File: src/rtl/opsum_writeback.sv
// opsum_writeback
// Captures one reduced psum vector per handshake and streams it into the
// global buffer as 32-bit words, each packing two 16-bit lanes.
// layer_type encoding: 1'b0 = POINTWISE (all LANES lanes), 1'b1 = DEPTHWISE
// (lanes 0..DW_LANES-1 only).
//
//   state   | meaning
//   --------+-----------------------------------------------------------
//   S_IDLE  | ready for a vector; capture on psum_valid
//   S_WRITE | glb_req high, one packed word presented until granted
//   S_DONE  | single-cycle tile_done pulse, then back to S_IDLE
module opsum_writeback #(
    parameter int LANES    = 32,
    parameter int DATA_W   = 16,
    parameter int BUS_W    = 32,
    parameter int ADDR_W   = 32,
    parameter int DW_LANES = 10
) (
    input  logic                  clk,
    input  logic                  rst_n,
    input  logic                  layer_type,
    input  logic                  psum_valid,
    output logic                  psum_ready,
    input  logic [DATA_W-1:0]     final_psum [LANES-1:0],
    input  logic [ADDR_W-1:0]     opsum_base_addr,
    output logic                  glb_req,
    input  logic                  glb_gnt,
    output logic [ADDR_W-1:0]     glb_addr,
    output logic [BUS_W-1:0]      glb_wdata,
    output logic [BUS_W/8-1:0]    glb_web,
    output logic                  busy,
    output logic                  tile_done
);

    localparam int WORD_W = (LANES > 2) ? $clog2(LANES / 2) : 1;
    localparam int BE_W   = BUS_W / 8;
    localparam int PW_WORDS = (LANES + 1) / 2;
    localparam int DW_WORDS = (DW_LANES + 1) / 2;
    localparam logic [WORD_W-1:0] PW_LAST = WORD_W'(PW_WORDS - 1);
    localparam logic [WORD_W-1:0] DW_LAST = WORD_W'(DW_WORDS - 1);
    localparam logic PW_ODD = (LANES % 2) == 1;
    localparam logic DW_ODD = (DW_LANES % 2) == 1;

    typedef enum logic [1:0] {S_IDLE, S_WRITE, S_DONE} state_t;

    state_t              state;
    logic [WORD_W-1:0]   word_idx;
    logic [WORD_W-1:0]   last_idx;
    logic                odd_q;
    logic [ADDR_W-1:0]   base_q;
    logic [DATA_W-1:0]   psum_buf [LANES-1:0];

    logic [WORD_W:0]     lane_lo;
    logic [WORD_W:0]     lane_hi;
    logic                half_word;

    // Sequencer: capture in IDLE, walk the words on grants, pulse tile_done.
    always_ff @(posedge clk or negedge rst_n) begin
        if (!rst_n) begin
            state      <= S_IDLE;
            word_idx   <= '0;
            last_idx   <= '0;
            odd_q      <= 1'b0;
            base_q     <= '0;
            for (int i = 0; i < LANES; i++) psum_buf[i] <= '0;
            psum_ready <= 1'b1;
            glb_req    <= 1'b0;
            busy       <= 1'b0;
            tile_done  <= 1'b0;
        end else begin
            case (state)
                S_IDLE: begin
                    if (psum_valid) begin
                        psum_buf   <= final_psum;
                        base_q     <= opsum_base_addr;
                        last_idx   <= layer_type ? DW_LAST : PW_LAST;
                        odd_q      <= layer_type ? DW_ODD : PW_ODD;
                        word_idx   <= '0;
                        state      <= S_WRITE;
                        psum_ready <= 1'b0;
                        glb_req    <= 1'b1;
                        busy       <= 1'b1;
                    end
                end
                S_WRITE: begin
                    if (glb_gnt) begin
                        if (word_idx == last_idx) begin
                            state     <= S_DONE;
                            glb_req   <= 1'b0;
                            tile_done <= 1'b1;
                            word_idx  <= '0;
                        end else begin
                            word_idx <= word_idx + 1'b1;
                        end
                    end
                end
                S_DONE: begin
                    state      <= S_IDLE;
                    tile_done  <= 1'b0;
                    busy       <= 1'b0;
                    psum_ready <= 1'b1;
                    word_idx   <= '0;
                end
                default: begin
                    state      <= S_IDLE;
                    glb_req    <= 1'b0;
                    busy       <= 1'b0;
                    tile_done  <= 1'b0;
                    psum_ready <= 1'b1;
                end
            endcase
        end
    end

    assign lane_lo   = {word_idx, 1'b0};
    assign lane_hi   = {word_idx, 1'b1};
    // With an odd lane count the final word carries only its lower lane.
    assign half_word = odd_q && (word_idx == last_idx);

    // Word presentation: decoded from registered state only, so it stays
    // stable for as long as a request waits for its grant.
    always_comb begin
        glb_addr  = '0;
        glb_wdata = '0;
        glb_web   = '0;
        if (glb_req) begin
            glb_addr                   = base_q + ADDR_W'({word_idx, 2'b00});
            glb_wdata[DATA_W-1:0]      = psum_buf[lane_lo];
            glb_wdata[BUS_W-1:DATA_W]  = half_word ? '0 : psum_buf[lane_hi];
            glb_web                    = half_word ? {{(BE_W/2){1'b0}}, {(BE_W/2){1'b1}}} : '1;
        end
    end

endmodule

File: config.mk
export PLATFORM = sky130hd
export DESIGN_NAME = opsum_writeback
export DESIGN_NICKNAME = d
export VERILOG_FILES = /design/src/rtl/opsum_writeback.sv
export SDC_FILE = /design/constraint.sdc
export NUM_CORES = 1
export LEC_CHECK = 0
export ABC_AREA = 1
export BUFFER_PORTS_ARGS = -buffer_cell sky130_fd_sc_hd__buf_2
export CORE_MARGIN = 3
export CORE_UTILIZATION = 30
export CTS_BUF_LIST = sky130_fd_sc_hd__clkbuf_4 sky130_fd_sc_hd__clkbuf_8
export DETAILED_ROUTE_END_ITERATION = 8
export MAX_ROUTING_LAYER = met4
export RECOVER_POWER = 50
export SLEW_MARGIN = 10
export SYNTH_ARGS = -nofsm -noshare
export SYNTH_HDL_FRONTEND = slang
export SYNTH_SLANG_ARGS = --single-unit
export TNS_END_PERCENT = 30
File: constraint.sdc
create_clock -name clk -period 2.77 [get_ports clk]
set_input_delay 0.4155 -clock clk [delete_from_list [all_inputs] [get_ports clk]]
set_output_delay 0.4155 -clock clk [all_outputs]
set_load 0.03 [all_outputs]
==> implementation parameters <==
Parameter                              Value

Cells and area
  Relative area change from synthesis to final layout    55.4%
  Final #Nets    around 5700
  Share of post-route cells with drive strength above 1    a little under a quarter
  Most common cell after layout, fill and taps aside    sky130_fd_sc_hd__nand2_1
  Most frequent cells in the layout    sky130_fd_sc_hd__nand2_1, sky130_fd_sc_hd__buf_2, sky130_fd_sc_hd__dfrtp_1

Timing
  Final period demand of the worst path    3140 ps
  Final Setup Violations    60
  Highest attainable clock frequency    318 MHz
  Part of the cycle the worst path needs    113%
  Worst clock skew    39.5 ps
  Remaining max-slew budget at the tightest pin    -41.5%
  Hold Worst Slack    around 210 ps
  Post-route setup slack    -371 ps
  Total Neg Setup Slack    -13920 ps
  Unrepaired setup endpoints after global routing    true
  Number of hold violations in the final report    0
  Final number of max-transition violations    74
  Slew at the pin closest to its max-slew limit    2120 ps

Drt
  Vias    a little over 30000
  Post-DR vias/cell    between 4 and 5
  Number of design-rule violations left by the first detailed-router iteration    slightly above 3000
  TritonRoute pass-1 iters    6
  Routed Wire Length    between 100000 and 150000 um
  Drt wl/cell    around 20 um
  Total DRC errors in the routed layout    0
  Post-DRT Antenna Nets    0

Pwr
  Power per standard cell area    1090 nW/um2
  Total power    around 47000 uW
  Largest voltage drop on the vdd net    around 0.00048 V
  Leakage power    around 0.021 uW

Synth
  Dominant combinational cell family by area after synthesis    simple AND/OR/NAND/NOR gates
  Post-Syn Instances    ~3900
  Warning count from the yosys run    0
  Fraction of the yosys area taken by sequential cells    50.3%
  Synth unique cells    31
  Fraction of the mapped netlist area in compound gates    between 6 and 7%
  Syn_nets    about 4500
  Mapped cell area    around 28000 um2
  Post-synthesis share of cell area spent on xor and xnor gates    less than 1%
  Basic-gate share of the synthesized area counting and, or, nand and nor cells    between 30% and 40%
  Post-synthesis async set-or-reset flop share    between 90% and 100%
  Mux cell area share after synthesis    0%
  Synthesized area per cell    roughly 7 um2
  EDFF count, synth    0
  Adder and majority gate portion of the synthesized area    less than 1%
  Post-synthesis register bit count    556
  Dominant synthesized flop cell    sky130_fd_sc_hd__dfrtp_1

Placement
  Weighted congestion reported at the end of routability-driven placement    between 0.9 and 1
  Estimated wirelength of the detail-placed design    slightly below 90000 um
  Count of port buffers added during placement    620

Critical path
  Critical Path, Cell by Cell    buf_12 -> buf_8 -> clkbuf_16 -> clkbuf_16 -> nand2_1 -> nand2_1 -> nand3_1 -> nand3_1 -> a21oi_1 -> buf_4
  Data required, critical path    between 2000 and 2500 ps
  Endpoint kind of the worst setup timing path    primary output
  Standard cell with the maximum stage delay on the critical path    sky130_fd_sc_hd__dfrtp_4
  Largest incremental delay on the critical path    roughly 500 ps
  Critical Path Fanout Max    7
  Worst endpoint data arrival time    2730 ps
  CP startpoint kind    flop
  Type of the worst setup path    flop to primary output

GRT
  Initial antenna violation count    22
  Overall Global Routing Usage    between 20% and 30%
  First-pass GRT wire length    roughly 190000 um
  Pin count of the biggest net entering global routing    between 90 and 100
  GRT overflow    0
  Number of global-route vias before repair    about 30000

Outcome
  Outcome    finished with violations
  Violations in the final reports    max-capacitance violations, max-slew violations, negative setup slack

Clock tree
  CTS root buf    sky130_fd_sc_hd__clkbuf_8
  H-tree depth    3
  Clock edge transition at the registers on the reported setup and hold paths    about 60 ps
  CTS tree    yes
  Num Clock Sinks    556
  Total clock buffers created by CTS    100
  Maximum count of clock buffers along a single path    3
  Worst-Skew Late Latency    around 750 ps

Floorplan
  Height of the die    a little over 300 um
  Overall die area    ~96000 um2
  Initial core utilization    between 30% and 40%
  Number of rows created at floorplan    110
  Die outline width    about 310 um
  I/O pin total    just over 600
  Core Region    a little over 90000 um2

Flow run
  Max-cap viol count    1

Min path
  Worst min-delay path category    input port to flop
## layer usage
layer	wire length [um]	part of all wire, %	track usage [%]
met2	60900	46	43.1
met4	5940	4.5	11.1
met1	55900	43	34.6
met5	0	0	-
met3	8600	6.5	4.12
## path summary, 6_finish.rpt
path / start / endpoint / slack, ps / depth (start not counted)
worst min register to register: psum_buf[43]$_DFFE_PN0P_ / psum_buf[43]$_DFFE_PN0P_ / 480 / 2
min in group asynchronous: rst_n / psum_buf[315]$_DFFE_PN0P_ / 890 / 2
worst max-delay path: word_idx[0]$_DFFE_PN0P_ / glb_wdata[27] / -370 / 10
max in group asynchronous: rst_n / psum_buf[456]$_DFFE_PN0P_ / 90 / 3
worst min-delay path: psum_valid / state[1]$_DFFE_PN0P_ / 210 / 7
worst max register to register: state[1]$_DFFE_PN0P_ / psum_buf[451]$_DFFE_PN0P_ / -10 / 5
## cell families (layout without fill, tap and decap cells)
logic type,count (synthesis),in the layout
compound gates,363,363
xor+xnor,5,5
fa+ha+maj,6,6
buf+inv,539,1832
flops,556,556
other cells,0,23
simple gates,2435,2435
## cells in the mapped netlist, types with 2 or more instances
library cell               count  area, um2
sky130_fd_sc_hd__buf_4        35        263
sky130_fd_sc_hd__buf_1        12       45.0
sky130_fd_sc_hd__inv_1       297       1110
sky130_fd_sc_hd__ha_1          5       62.6
sky130_fd_sc_hd__nor2_1      522       1960
sky130_fd_sc_hd__nor3_1        2       10.0
sky130_fd_sc_hd__o21ai_0     315       1580
sky130_fd_sc_hd__dfrtp_1     555      13900
sky130_fd_sc_hd__nand3b_1      2       15.0
sky130_fd_sc_hd__clkbuf_1     61        229
sky130_fd_sc_hd__nand4_1       4       25.0
sky130_fd_sc_hd__nand2_1    1645       6170
sky130_fd_sc_hd__a21oi_1      45        225
sky130_fd_sc_hd__buf_2       128        641
sky130_fd_sc_hd__nand3_1     254       1270
sky130_fd_sc_hd__xor2_1        3       26.3
sky130_fd_sc_hd__xnor2_1       2       17.5
sky130_fd_sc_hd__inv_2         3       11.3
sky130_fd_sc_hd__clkinv_1      2       7.51
## worst max-delay path, delay by kind of cell (launching register included)
kind	cells	cell delay (ps)
and+or+nand+nor	4	380
AOI/OAI and AO/OA	1	230
DFF	1	500
buffers and inverters	5	870
## flip-flops by register name (all words and copies together), names as in the netlist
name	count
psum_buf	512
state	2
base_q	32
psum_ready	1
glb_req	1
word_idx	4
tile_done	1
last_idx	2
busy	1
## timing repair
action | 4_1_cts | 5_1_grt
setup buffers | 10 | 14
hold buffers | 547 | 0
gates cloned | 15 | 12
endpoints found under the hold margin | 597 | 0
resized for setup | 302 | 172
setup endpoints to repair | 61 | 61
pin swaps | 51 | 68
## cell type report
class	instances	area, um2
Clock inverter	21	214
Antenna cell	23	57.6
Multi-Input combinational cell	2809	12700
Timing Repair Buffer	1345	11400
Inverter	302	1160
Clock buffer	164	2060
Fill cell	8639	47700
Sequential cell	556	13900
Tap cell	1176	1470
## stage by stage
| stage | utilization [%] | std cells | instance area (um2) | setup WS [ps] |
|---|---|---|---|---|
| 3_5_place_dp | 36.1 | 5596 | 32700 | -201 |
| 2_1_floorplan | - | 3904 | 27700 | 28.5 |
| 3_3_place_gp | 36.1 | 5596 | 32700 | -230 |
| 5_1_grt | 47.4 | 6392 | 43000 | -461 |
| 6_report | 47.4 | 6396 | 43000 | -371 |
| 4_1_cts | 46.5 | 6351 | 42200 | -409 |
## report_power, final
part           internal (uW)  switching [uW]  leakage [uW]
registers              12000            1980       0.00688
clock network           4980            3740       0.00120
logic                   8990           15000        0.0133
total                  26000           20700        0.0214
No activity file was read; power rests on OpenSTA's default activity.
